--- src/rtl/sys_cmd_master.sv ---
// ============================================================================
// sys_cmd_master
// ----------------------------------------------------------------------------
// Host-side command initiator for the system-control byte protocol.
// A single parallel request (write, read, ALU with operands, ALU without
// operands) is accepted, serialised into command frames on the UART TX byte
// interface, and for every command except write the one-byte response coming
// back on the UART RX byte interface is captured and returned to the host.
//
// Frames (first byte is the command byte):
//   write             : AA, addr, data_a           (no response)
//   read              : BB, addr                   (one response byte)
//   ALU with operands : CC, data_a, data_b, fun    (one response byte)
//   ALU w/o operands  : DD, fun                    (one response byte)
//
// Parameters:
//   Data_width      byte width of frame and response data
//   Address_width   register-file address width, zero-extended into a byte
//   Gap_cycles      idle cycles after every transmitted byte, legal 1..255
//   Timeout_cycles  response wait limit, only used with RSP_TIMEOUT_EN
//
// Ports:
//   CLK, RST        clock and asynchronous active-high reset
//   REQ_valid       request present
//   REQ_ready       request can be accepted (high only in IDLE)
//   REQ_cmd         00 write, 01 read, 10 ALU with operands, 11 ALU w/o ops
//   REQ_addr        register address for write/read
//   REQ_data_a      write data or ALU operand A
//   REQ_data_b      ALU operand B
//   REQ_fun         ALU function, zero-extended into the function byte
//   TX_p_data       frame byte to UART TX (holds last sent byte)
//   TX_d_valid      one-cycle byte strobe
//   TX_busy         UART TX cannot take a byte
//   RX_p_data       response byte from UART RX
//   RX_d_valid      one-cycle response strobe
//   RSP_data        captured response byte
//   RSP_valid       one-cycle response-complete pulse
//   RSP_timeout     one-cycle timeout pulse (tied low without RSP_TIMEOUT_EN)
//   busy            high whenever the FSM is not in IDLE
//
// Configuration macro:
//   RSP_TIMEOUT_EN  when defined, WAIT_RSP gives up after Timeout_cycles
//                   cycles without a response and pulses RSP_timeout.
// ============================================================================
module sys_cmd_master #(
    parameter int Data_width     = 8,
    parameter int Address_width  = 4,
    parameter int Gap_cycles     = 2,
    parameter int Timeout_cycles = 64
) (
    input  logic                     CLK,
    input  logic                     RST,
    input  logic                     REQ_valid,
    output logic                     REQ_ready,
    input  logic [1:0]               REQ_cmd,
    input  logic [Address_width-1:0] REQ_addr,
    input  logic [Data_width-1:0]    REQ_data_a,
    input  logic [Data_width-1:0]    REQ_data_b,
    input  logic [3:0]               REQ_fun,
    output logic [Data_width-1:0]    TX_p_data,
    output logic                     TX_d_valid,
    input  logic                     TX_busy,
    input  logic [Data_width-1:0]    RX_p_data,
    input  logic                     RX_d_valid,
    output logic [Data_width-1:0]    RSP_data,
    output logic                     RSP_valid,
    output logic                     RSP_timeout,
    output logic                     busy
);

    typedef enum logic [2:0] {
        IDLE,
        SEND,
        GAP,
        WAIT_RSP,
        DONE
    } state_t;

    localparam logic [1:0] CMD_WRITE = 2'b00;
    localparam logic [1:0] CMD_READ  = 2'b01;
    localparam logic [1:0] CMD_ALU   = 2'b10;
    localparam logic [1:0] CMD_ALUNO = 2'b11;

    localparam logic [Data_width-1:0] BYTE_WRITE = Data_width'(8'hAA);
    localparam logic [Data_width-1:0] BYTE_READ  = Data_width'(8'hBB);
    localparam logic [Data_width-1:0] BYTE_ALU   = Data_width'(8'hCC);
    localparam logic [Data_width-1:0] BYTE_ALUNO = Data_width'(8'hDD);

    // Terminal value of the 8-bit gap counter; it counts 0..Gap_cycles-1.
    localparam logic [7:0] GAP_LAST = 8'(Gap_cycles - 1);

    state_t                   r_state;
    state_t                   w_nextState;

    logic [1:0]               r_cmd;
    logic [Address_width-1:0] r_addr;
    logic [Data_width-1:0]    r_dataA;
    logic [Data_width-1:0]    r_dataB;
    logic [3:0]               r_fun;

    logic [1:0]               r_byteIdx;
    logic [7:0]               r_gapCnt;
    logic [Data_width-1:0]    r_txHold;
    logic [Data_width-1:0]    r_rspData;

    logic                     w_accept;
    logic                     w_txStrobe;
    logic                     w_gapDone;
    logic                     w_allSent;
    logic                     w_toExpire;
    logic [1:0]               w_endIdx;
    logic [Data_width-1:0]    w_curByte;

`ifdef RSP_TIMEOUT_EN
    localparam int TO_W = (Timeout_cycles > 1) ? $clog2(Timeout_cycles) : 1;
    localparam logic [TO_W-1:0] TO_LAST = TO_W'(Timeout_cycles - 1);

    logic [TO_W-1:0]          r_toCnt;
`endif

    // Frame byte selection. The byte index points at the byte that goes out
    // on the next strobe; unused slots of the shorter frames read as zero.
    // The end index is the value the byte index reaches once the final byte
    // has been strobed; for the 4-byte ALU frame the 2-bit index wraps to 0.
    always_comb begin
        w_curByte = '0;
        w_endIdx  = 2'd0;
        case (r_cmd)
            CMD_WRITE: begin
                w_endIdx = 2'd3;
                case (r_byteIdx)
                    2'd0:    w_curByte = BYTE_WRITE;
                    2'd1:    w_curByte = Data_width'(r_addr);
                    2'd2:    w_curByte = r_dataA;
                    default: w_curByte = '0;
                endcase
            end
            CMD_READ: begin
                w_endIdx = 2'd2;
                case (r_byteIdx)
                    2'd0:    w_curByte = BYTE_READ;
                    2'd1:    w_curByte = Data_width'(r_addr);
                    default: w_curByte = '0;
                endcase
            end
            CMD_ALU: begin
                w_endIdx = 2'd0;
                case (r_byteIdx)
                    2'd0:    w_curByte = BYTE_ALU;
                    2'd1:    w_curByte = r_dataA;
                    2'd2:    w_curByte = r_dataB;
                    default: w_curByte = Data_width'(r_fun);
                endcase
            end
            default: begin
                w_endIdx = 2'd2;
                case (r_byteIdx)
                    2'd0:    w_curByte = BYTE_ALUNO;
                    2'd1:    w_curByte = Data_width'(r_fun);
                    default: w_curByte = '0;
                endcase
            end
        endcase
    end

    // Helper conditions shared by the FSM and the datapath. The response
    // timeout only exists when the timeout feature is compiled in.
    always_comb begin
        w_accept   = REQ_valid && (r_state == IDLE);
        w_gapDone  = (r_gapCnt == GAP_LAST);
        w_allSent  = (r_byteIdx == w_endIdx);
`ifdef RSP_TIMEOUT_EN
        w_toExpire = (r_toCnt == TO_LAST);
`else
        w_toExpire = 1'b0;
`endif
    end

    // State register. Reset aborts any frame in flight straight back to IDLE.
    always_ff @(posedge CLK or posedge RST) begin
        if (RST) begin
            r_state <= IDLE;
        end else begin
            r_state <= w_nextState;
        end
    end

    // Next-state and output decode. The byte strobe is combinational so that
    // a byte leaves in the very first SEND cycle after acceptance. A response
    // arriving in the same cycle the timeout expires is taken as a response.
    always_comb begin
        w_nextState = r_state;
        w_txStrobe  = 1'b0;
        REQ_ready   = 1'b0;
        busy        = 1'b1;
        RSP_valid   = 1'b0;
        RSP_timeout = 1'b0;
        case (r_state)
            IDLE: begin
                REQ_ready = 1'b1;
                busy      = 1'b0;
                if (w_accept) begin
                    w_nextState = SEND;
                end
            end
            SEND: begin
                if (!TX_busy) begin
                    w_txStrobe  = 1'b1;
                    w_nextState = GAP;
                end
            end
            GAP: begin
                if (w_gapDone) begin
                    if (!w_allSent) begin
                        w_nextState = SEND;
                    end else if (r_cmd == CMD_WRITE) begin
                        w_nextState = IDLE;
                    end else begin
                        w_nextState = WAIT_RSP;
                    end
                end
            end
            WAIT_RSP: begin
                if (RX_d_valid) begin
                    w_nextState = DONE;
                end else if (w_toExpire) begin
                    RSP_timeout = 1'b1;
                    w_nextState = IDLE;
                end
            end
            DONE: begin
                RSP_valid   = 1'b1;
                w_nextState = IDLE;
            end
            default: begin
                w_nextState = IDLE;
            end
        endcase
    end

    // Request capture, byte sequencing and response capture. All request
    // fields are frozen at acceptance so the host may change its inputs
    // freely while the frame is in flight. The gap counter restarts on each
    // strobe and counts up during GAP until its terminal value.
    always_ff @(posedge CLK or posedge RST) begin
        if (RST) begin
            r_cmd     <= CMD_WRITE;
            r_addr    <= '0;
            r_dataA   <= '0;
            r_dataB   <= '0;
            r_fun     <= '0;
            r_byteIdx <= 2'd0;
            r_gapCnt  <= 8'd0;
            r_txHold  <= '0;
            r_rspData <= '0;
        end else begin
            if (w_accept) begin
                r_cmd     <= REQ_cmd;
                r_addr    <= REQ_addr;
                r_dataA   <= REQ_data_a;
                r_dataB   <= REQ_data_b;
                r_fun     <= REQ_fun;
                r_byteIdx <= 2'd0;
            end
            if (w_txStrobe) begin
                r_txHold  <= w_curByte;
                r_byteIdx <= r_byteIdx + 2'd1;
                r_gapCnt  <= 8'd0;
            end else if ((r_state == GAP) && !w_gapDone) begin
                r_gapCnt  <= r_gapCnt + 8'd1;
            end
            if ((r_state == WAIT_RSP) && RX_d_valid) begin
                r_rspData <= RX_p_data;
            end
        end
    end

`ifdef RSP_TIMEOUT_EN
    // Response wait counter: held at zero outside WAIT_RSP, so every wait
    // starts from zero and the FSM leaves WAIT_RSP before it could wrap.
    always_ff @(posedge CLK or posedge RST) begin
        if (RST) begin
            r_toCnt <= '0;
        end else if (r_state != WAIT_RSP) begin
            r_toCnt <= '0;
        end else begin
            r_toCnt <= r_toCnt + 1'b1;
        end
    end
`endif

    // The data bus shows the byte being strobed and otherwise holds the last
    // byte that actually left, so a stalled SEND never previews a new byte.
    assign TX_p_data  = w_txStrobe ? w_curByte : r_txHold;
    assign TX_d_valid = w_txStrobe;
    assign RSP_data   = r_rspData;

endmodule

--- config.mk ---
export PLATFORM = sky130hd
export DESIGN_NAME = sys_cmd_master
export DESIGN_NICKNAME = d
export VERILOG_FILES = /design/src/rtl/sys_cmd_master.sv
export SDC_FILE = /design/constraint.sdc
export NUM_CORES = 1
export LEC_CHECK = 0
export BUFFER_PORTS_ARGS = -buffer_cell sky130_fd_sc_hd__buf_4
export CAP_MARGIN = 10
export CORE_MARGIN = 3
export CORE_UTILIZATION = 26
export CTS_CLUSTER_SIZE = 28
export DETAILED_ROUTE_END_ITERATION = 16
export SYNTH_ARGS = -nofsm -noshare
export SYNTH_HDL_FRONTEND = slang
export SYNTH_SLANG_ARGS = --single-unit
--- constraint.sdc ---
create_clock -name CLK -period 1.8 [get_ports CLK]
set_input_delay 0 -clock CLK [delete_from_list [all_inputs] [get_ports CLK]]
set_output_delay 0 -clock CLK [all_outputs]
set_load 0.005 [all_outputs]
==> reports/qor.txt, run 1 <==
Outcome: finished, violations left
Failing checks: negative setup slack
CTS tree: yes
DRT iter0 DRCs: 82
Placed cell count: 451
Ports: 60
Kind of critical path: reg2out
CTS buffer count: 5
Detailed placement HPWL: 4.86 mm
HP Class: in2reg
CP dominant cell by count: buf_4
Die area: 11700 sq um
Most common cell after layout, fill and taps aside: buf_4
Mean area per synthesized cell: 11.2 sq um
Final antenna-violating net count: 0
Drc violations: 0
Clock-pin slew on the worst setup and hold paths: 0.10 ns
Max-cap violations: 0
Synth Flop Type: dfrtp_1
Crit path max-delay family: compound AO/OA/AOI/OAI gates
Routed wl met3: 284 um
Final max-slew violation count: 0
Worst EP required: 1.80 ns
Pwr/cell area: 1520 nW/um^2
RSZ-0062 raised after global routing: yes
Synthesized instance count: 241
Skew-Pair Late Insertion Delay: 0.31 ns
Clk sinks: 55
Worst-path fanout max: 5
Routed WL: 6.98 mm
Final instance area: 4290 sq um
Metal-1 WL: 3.06 mm
Critical path cell sequence: inv_2, buf_4, ha_4, a211o_1, a32o_2, a211oi_2, nor3_2, buf_4
Setup crit end kind: output port
Final Hold Fails: 0
Power consumption: 6.50 mW
# port buffers: 58
F_max: 484 MHz
Core ar.: 9950 sq um
Fin crit share: 115%
Cell leakage power: 1.91 nW
Initial antenna violation count: 0
Clock Skew: 0.0112 ns
Min setup slack post-route: -0.266 ns
Die Y: 108 um
Final nets: 417
DR WL/cell: 13.8 um
Number of synthesized flops with an enable pin: 0
# fillers: 912
DR vias/cell: 4.58
Syn_nets: 287
Chip width: 108 um
Synth Warn #: 0
Final number of setup-violating endpoints: 9
Placed Area: 3510 sq um
Vias in the first global route: 2420
CP peak stage delay: 0.43 ns
Share of layout cells above drive strength 1: 48.4%
Synth async-reset ratio: 100%
Vias: 2315
Peak VDD IR: 0.614 mV
Largest net degree at the start of global routing: 38
Sequential element share of the synthesized area: 50.9%
Critical Path AT: 2.07 ns
Routability Congestion: 0.802
Element type at the critical path start: register
Met2 routed WL: 3.57 mm
Ant. Diodes: 0
Starting Density: 27.2%
Synthesized area: 2710 sq um
Bufs and invs on worst path: 3
Rows: 36
Clock Tree Root: clkbuf_8
CTS H-Tree Depth: 2
GRT Resource Usage Total: 12.5%
First-pass GRT wire length: 11.8 mm
#FFs+latches synth: 55
Area delta synth->final: 58.4%
Netlist cell types: 48
Most frequent cells in the layout: buf_4 (93), dfrtp_1 (54), dlygate4sd3_1 (36)
Crit path time final: 2.07 ns
Gr ovfl total: 0
Clk buf depth: 2
Top Layer Used: met4
Critical path's slowest cell: dfrtp_1
Fin cells: 505
Worst hold slack: 0.0169 ns
Detailed Routing Iterations Pass 1: 4
[power breakdown]
| part | switching (mW) | leakage, nW | internal (mW) |
|---|---|---|---|
| Clock | 0.399 | 0.0412 | 0.273 |
| Sequential | 0.450 | 0.669 | 1.79 |
| Combinational | 1.52 | 1.20 | 2.07 |
| Total | 2.37 | 1.91 | 4.14 |
[synth_stat cells, types with 2 or more instances]
cell / number / share of area [%]
a31oi_1: 3 / 0.69
buf_2: 8 / 1.5
nand2b_1: 2 / 0.46
nand3_1: 2 / 0.37
a21o_1: 2 / 0.55
xor2_1: 5 / 1.6
dfrtp_1: 55 / 51
mux2_1: 2 / 0.83
a221oi_1: 4 / 1.3
a211oi_1: 4 / 1.1
and2_1: 2 / 0.46
nand4_1: 6 / 1.4
nor2_1: 17 / 2.4
nor2b_1: 2 / 0.46
o31ai_1: 2 / 0.55
a21oi_1: 7 / 1.3
mux2_2: 32 / 13
a2111oi_0: 2 / 0.65
nand2_1: 25 / 3.5
clkbuf_1: 5 / 0.69
a32o_1: 3 / 1.1
nor3_1: 3 / 0.55
o21ai_0: 8 / 1.5
inv_1: 9 / 1.2
a22oi_1: 2 / 0.55
ha_1: 7 / 3.2
[repair_timing]
item                       in CTS  in global routing
hold buffers                   36                  0
setup endpoints to repair      13                 20
pin swaps                      13                  7
resized for setup              38                 14
gates cloned                    0                  0
buffers inserted                7                  3
hold endpoints to repair       53                  0
[registers in the layout, summed over array words and instances (netlist names)]
name / cells
r_state: 3
r_dataB: 8
r_cmd: 2
r_addr: 4
RSP_data: 8
r_fun: 4
r_txHold: 8
r_gapCnt: 8
r_byteIdx: 2
r_dataA: 8
[worst paths after layout]
path	slack [ns]	start	to	depth (start not counted)
max in group asynchronous	0.99	RST	r_gapCnt[3]$_DFFE_PP0P_	4
worst min register to register	0.49	r_txHold[5]$_DFF_PP0_	r_txHold[5]$_DFF_PP0_	2
min in group asynchronous	0.26	RST	r_dataB[4]$_DFFE_PP0P_	3
worst min-delay path	0.02	RX_d_valid	r_state[1]$_DFFE_PP0P_	4
worst max register to register	-0.03	r_gapCnt[1]$_DFFE_PP0P_	r_state[1]$_DFFE_PP0P_	6
worst max-delay path	-0.27	r_byteIdx[0]$_DFFE_PP0P_	TX_p_data[2]	8
[layer usage]
layer | up-vias | track usage [%]
li1 | 1128 | -
met1 | 1136 | 15.6
met2 | 47 | 22.1
met3 | 4 | 2.51
met4 | 0 | 3.34
met5 | - | 0
[through the flow]
step / setup slack [ns] / util [%] / setup TNS [ns]
6_report: -0.266 / 43.1 / -1.76
5_1_grt: -0.385 / 43.1 / -3.33
4_1_cts: -0.292 / 42.0 / -2.00
3_5_place_dp: -0.0527 / 35.3 / -0.188
3_3_place_gp: -0.00736 / 35.3 / -0.0102
2_1_floorplan: 0.0497 / - / 0
[cells by family (layout without fill, tap and decap cells)]
kind of cell,count (synthesis),after routing,share of synthesized area [%]
AND/OR/NAND/NOR,65,65,11.8
flip-flops,55,55,50.9
AO/OA/AOI/OAI,49,49,13.8
multiplexers,35,35,14.5
buffers and inverters,23,154,3.70
adder cells (fa/ha/maj),7,7,3.24
XOR/XNOR,6,6,1.94
other,1,1,0.139
[tightest hold or removal path: stages]
cell	delay, ns
buf_4	0.09
nand2_1	0.05
nand2_1	0.08
a21oi_1	0.07
[layout make-up]
cell class	instances	area [sq um]	share of cell area [%]
Clock buffer	6	72.6	1.69
Clock inverter	2	12.5	0.292
Inverter	9	33.8	0.788
Multi-Input combinational cell	163	1450	33.8
Sequential cell	55	1380	32.1
Tap cell	133	166	3.88
Timing Repair Buffer	137	1170	27.4
(Power assumes the default switching activity.)
==> inputs of run 2 (changes only) <==
--- a/config.mk
+++ b/config.mk
@@ -7,6 +7,7 @@
 export LEC_CHECK = 0
 export BUFFER_PORTS_ARGS = -buffer_cell sky130_fd_sc_hd__buf_4
 export CAP_MARGIN = 10
+export CORE_ASPECT_RATIO = 2
 export CORE_MARGIN = 3
 export CORE_UTILIZATION = 26
 export CTS_CLUSTER_SIZE = 28
==> reports/qor.txt, run 2 (synthesized netlist as in run 1, its figures left out) <==
R2R Setup Slk: -0.06 ns
Clock Skew: 0.00844 ns
Max-cap violations: 0
Met2 routed WL: 4.16 mm
Clock-pin slew on the worst setup and hold paths: 0.07 ns
Rows: 52
WHS Endpoint: r_state[1]$_DFFE_PP0P_
Top Layer Used: met4
Setup TNS Final: -1.55 ns
DR vias/cell: 4.67
Final antenna-violating net count: 0
Peak VDD IR: 0.700 mV
WHS Path Cells: 4
RSZ-0062 raised after global routing: yes
HP Class: in2reg
Skew-Pair Late Insertion Delay: 0.30 ns
Cell leakage power: 1.92 nW
CTS buffer count: 5
Share of layout cells above drive strength 1: 47.7%
Slew Limit Headroom: 65.2%
Worst-Margin Slew: 0.520 ns
Pwr/cell area: 1580 nW/um^2
Ant. Diodes: 0
Final nets: 416
CTS H-Tree Depth: 2
Clk sinks: 55
Vias: 2365
Largest net degree at the start of global routing: 56
Detailed Routing Iterations Pass 1: 4
Starting Density: 26.7%
Die Y: 150 um
Setup crit end kind: output port
Routability Congestion: 0.812
Drc violations: 0
Chip width: 78.1 um
# port buffers: 58
Routed WL: 7.21 mm
Worst hold slack: 0.0244 ns
Outcome: finished, violations left
Metal-1 WL: 2.66 mm
Detailed placement HPWL: 5.09 mm
GRT Resource Usage Total: 13.0%
Ports: 60
Element type at the critical path start: register
Area delta synth->final: 60.2%
Final Hold Fails: 0
Core ar.: 10100 sq um
Clock Tree Root: clkbuf_16
Min setup slack post-route: -0.250 ns
Initial antenna violation count: 0
R2r worst-path depth: 6
Fin cells: 506
Crit path time final: 2.05 ns
Worst reg2reg path endpoint: r_state[1]$_DFFE_PP0P_
Kind of critical path: reg2out
Final number of setup-violating endpoints: 10
Placed cell count: 455
Gr ovfl total: 0
Hold wc startpoint: RX_d_valid
Routed wl met3: 213 um
Most frequent cells in the layout: buf_4 (88), dfrtp_1 (53), dlygate4sd3_1 (36)
Fin crit share: 114%
Most common cell after layout, fill and taps aside: buf_4
Worst EP required: 1.80 ns
Failing checks: negative setup slack
CTS tree: yes
First-pass GRT wire length: 12.0 mm
DRT iter0 DRCs: 76
Die area: 11700 sq um
Clk buf depth: 2
F_max: 488 MHz
Vias in the first global route: 2525
DR WL/cell: 14.2 um
Final max-slew violation count: 0
Critical Path AT: 2.05 ns
Reg2reg start: r_gapCnt[1]$_DFFE_PP0P_
Worst-path fanout max: 4
## run 2: timing repair
item | CTS | global route
hold buffers | 36 | 0
setup buffers | 7 | 2
gates cloned | 0 | 0
pin swaps | 18 | 19
resized for setup | 43 | 11
endpoints found under the setup margin | 17 | 17
hold endpoints to repair | 90 | 0
## run 2: area by class of cell
| class | count | area, sq um |
|---|---|---|
| inverters | 9 | 36.3 |
| fillers | 984 | 5810 |
| multi-input cells | 163 | 1430 |
| clock inverters | 2 | 13.8 |
| repair buffers | 136 | 1170 |
| well taps | 135 | 169 |
| flip-flops and latches | 55 | 1380 |
| clock buffers | 6 | 139 |
## run 2: per-layer routing
layer | vias to the layer above | track usage, %
li1 | 1125 | -
met1 | 1176 | 13.3
met2 | 52 | 25.3
met3 | 12 | 2.04
met4 | 0 | 5.69
met5 | - | 0
## run 2: worst max-delay path by stage
stage | slack, ns | start | cells past startpoint | to
after floorplan | 0.05 | r_gapCnt[1]$_DFFE_PP0P_ | 6 | r_state[1]$_DFFE_PP0P_
after global placement | -0.15 | r_byteIdx[0]$_DFFE_PP0P_ | 8 | TX_p_data[0]
after detailed placement | -0.17 | r_byteIdx[0]$_DFFE_PP0P_ | 8 | TX_p_data[0]
after CTS | -0.29 | r_byteIdx[0]$_DFFE_PP0P_ | 7 | TX_p_data[5]
after global routing | -0.36 | r_byteIdx[0]$_DFFE_PP0P_ | 7 | TX_p_data[5]
final | -0.25 | r_byteIdx[0]$_DFFE_PP0P_ | 7 | TX_p_data[5]
## run 2: critical path, stage by stage, from the launching register on
cell and delay, ns:
dfrtp_2 0.46, buf_6 0.14, ha_4 0.16, mux2_4 0.28
a222oi_1 0.30, o32a_1 0.21, o21ai_2 0.07, buf_4 0.13
## run 2: power breakdown
group / total [mW] / internal (mW) / switching [mW]
combinational: 3.60 / 2.04 / 1.56
clock: 1.01 / 0.557 / 0.450
sequential: 2.22 / 1.80 / 0.425
## run 2: stage by stage
step / cell area [sq um] / utilization [%] / total power [mW] / worst slack, ns
2_1_floorplan: 2710 / - / 3.79 / 0.0497
3_3_place_gp: 3530 / 34.8 / 5.10 / -0.147
3_5_place_dp: 3530 / 34.8 / 5.18 / -0.166
4_1_cts: 4280 / 42.1 / 6.72 / -0.288
5_1_grt: 4340 / 42.7 / 7.31 / -0.361
6_report: 4340 / 42.7 / 6.84 / -0.250
==> inputs of run 3 (changes only) <==
--- a/config.mk
+++ b/config.mk
@@ -5,6 +5,7 @@
 export SDC_FILE = /design/constraint.sdc
 export NUM_CORES = 1
 export LEC_CHECK = 0
+export ABC_AREA = 1
 export BUFFER_PORTS_ARGS = -buffer_cell sky130_fd_sc_hd__buf_4
 export CAP_MARGIN = 10
 export CORE_ASPECT_RATIO = 2
==> reports/qor.txt, run 3 <==
Outcome: finished clean
Largest net degree at the start of global routing: 36
Layout Utilization: 39.1%
Comb power frac: 48.7%
Final nets: 550
Sequential element share of the synthesized area: 46.0%
Vias: 3001
Routed WL: 8.49 mm
# fillers: 1171
Most instantiated library cell after synthesis: nand2_1
Clock Tree Root: clkbuf_16
Element type at the critical path start: register
Mean area per synthesized cell: 7.44 sq um
Fin crit share: 99.4%
Netlist cell types: 31
Compound-Gate Fraction of Synth Area: 5.23%
Synthesized instance count: 402
Clock share of power: 17.6%
Area share of the largest cell type after synthesis: 46.0%
Cell leakage power: 2.22 nW
Skew-Pair Late Insertion Delay: 0.30 ns
Starting Density: 27.0%
Net Switching: 2.60 mW
Setup crit end kind: output port
Peak VDD IR: 0.503 mV
Ports: 60
#FFs+latches synth: 55
Largest family of logic cells by synthesized area: simple AND/OR/NAND/NOR gates
Power consumption: 6.42 mW
Synth Warn #: 0
Clock-pin slew on the worst setup and hold paths: 0.07 ns
Die Y: 158 um
Drc violations: 0
Synthesized area: 2990 sq um
Mux share of post-synthesis cell area: 0%
Post-synthesis simple-gate area fraction: 37.9%
Final max-slew violation count: 0
Kind of critical path: reg2out
Synth Flop Type: dfrtp_1
Sequential power share: 33.7%
Routability Congestion: 0.934
First-pass GRT wire length: 14.1 mm
Most common cell after layout, fill and taps aside: nand2_1
Clk sinks: 55
Met1 GRT Util: 13.6%
Max-cap violations: 0
Met2 Track Usage GR: 26.7%
Gr ovfl total: 0
GRT Resource Usage Total: 14.1%
Adder-cell share of the synthesized area: 2.93%
Worst EP required: 1.80 ns
Critical Path AT: 1.79 ns
Most common library cells after synthesis: nand2_1 (164), dfrtp_1 (55), nand3_1 (50)
P_int: 3.82 mW
Clock Skew: 0.00600 ns
Clk buf depth: 2
Core ar.: 11100 sq um
Met3 GRT Util: 1.88%
Syn_nets: 448
Crit path time final: 1.79 ns
Share of layout cells above drive strength 1: 24.4%
Area delta synth->final: 45.0%
RSZ-0062 raised after global routing: yes
F_max: 559 MHz
Rows: 54
CTS buffer count: 5
Busiest grt layer: met2
Pwr/cell area: 1480 nW/um^2
Top post-synthesis cells by area: dfrtp_1 (46%), nand2_1 (21%), nand3_1 (8.4%)
Worst-path fanout max: 8
Final number of setup-violating endpoints: 0
Die area: 12900 sq um
# port buffers: 58
Vias in the first global route: 3054
Area share of xor/xnor cells in the synthesized design: 0.586%
Final antenna-violating net count: 0
Final Hold Fails: 0
DR WL/cell: 13.2 um
HP Class: in2reg
Detailed Routing Iterations Pass 1: 4
Synth async-reset ratio: 100%
Ant. Diodes: 0
CTS tree: yes
CTS H-Tree Depth: 2
Chip width: 81.9 um
Initial antenna violation count: 0
Worst hold slack: 0.0807 ns
DR vias/cell: 4.65
Switching Fraction: 40.5%
Detailed placement HPWL: 6.41 mm
DRT iter0 DRCs: 99
Most frequent cells in the layout: nand2_1 (153), buf_4 (67), dfrtp_1 (53)
Area leader, netlist: dfrtp_1
Number of synthesized flops with an enable pin: 0
-- run 3: changes by cell type in the layout (fill, tap and decap cells not counted), sizes merged, moves of 4 or more --
cell    delta
a211oi     -4
buf       -25
nand2    +141
nand4      +6
inv       +18
nand3     +49
nor2      +13
a21oi      +9
a221oi     -4
xor2       -4
mux2      -34
-- run 3: cell families (layout without fill, tap and decap cells) --
logic type      after synthesis  in the layout
other cells                   1              1
buf+inv                      46            149
simple gates                262            262
xor+xnor                      2              2
compound gates               29             29
fa+ha+maj                     7              7
flops                        55             55
-- run 3: worst paths after layout --
check,startpoint,end,slack [ns],cells past startpoint
min in group asynchronous,RST,RSP_data[4]$_DFFE_PP0P_,0.26,3
max in group asynchronous,RST,r_byteIdx[0]$_DFFE_PP0P_,0.97,4
hold / removal,REQ_valid,r_dataB[2]$_DFFE_PP0P_,0.08,3
hold reg to reg,r_dataB[2]$_DFFE_PP0P_,r_dataB[2]$_DFFE_PP0P_,0.48,2
setup / recovery,r_byteIdx[0]$_DFFE_PP0P_,TX_p_data[4],0.01,10
setup reg to reg,r_byteIdx[0]$_DFFE_PP0P_,r_txHold[4]$_DFF_PP0_,0.22,8
-- run 3: power groups by stage --
stage / logic (mW) / clock network (mW) / registers (mW)
finish: 3.12 / 1.13 / 2.16
global route: 3.50 / 1.21 / 2.23
CTS: 2.93 / 1.16 / 2.14
detailed placement: 2.70 / 0 / 2.14
global placement: 2.65 / 0 / 2.12
floorplan: 1.79 / 0 / 2.03
-- run 3: worst max-delay path, stage by stage (launching register included) --
cell,delay (ns)
dfrtp_2,0.49
inv_4,0.12
ha_4,0.21
clkbuf_16,0.17
nand2_4,0.04
nand2_2,0.05
nand3_1,0.06
nand4_1,0.08
nand2_1,0.06
nand2_2,0.10
buf_6,0.10
-- run 3: per-stage QoR --
stage,setup TNS (ns),cell area [sq um],setup WS [ns],cells
after floorplan,0,2990,0.318,402
after global placement,0,3580,0.106,593
after detailed placement,0,3580,0.0782,593
after CTS,-0.00705,4220,-0.00568,641
after global routing,-0.658,4340,-0.107,645
final,0,4340,0.0107,645
-- run 3: timing repair --
action | in CTS | in global routing
hold buffers | 35 | 0
cloned | 0 | 1
gates resized for setup | 17 | 25
pin swaps | 1 | 12
hold endpoints to repair | 50 | 0
endpoints found under the setup margin | 8 | 8
setup buffers | 5 | 3
-- run 3: area by class of cell --
type                            count  area [sq um]  area share (%)
Clock buffer                        6           139            3.20
Clock inverter                      2          35.0           0.808
Inverter                           30           124            2.86
Multi-Input combinational cell    301          1500            34.5
Sequential cell                    55          1380            31.8
Tap cell                          140           175            4.04
Timing Repair Buffer              111           990            22.8
-- run 3: metal layers --
metal | routed length (um) | up-vias
li1 | - | 1482
met1 | 2920 | 1421
met2 | 4910 | 72
met3 | 208 | 26
met4 | 454 | 0
met5 | 0 | -
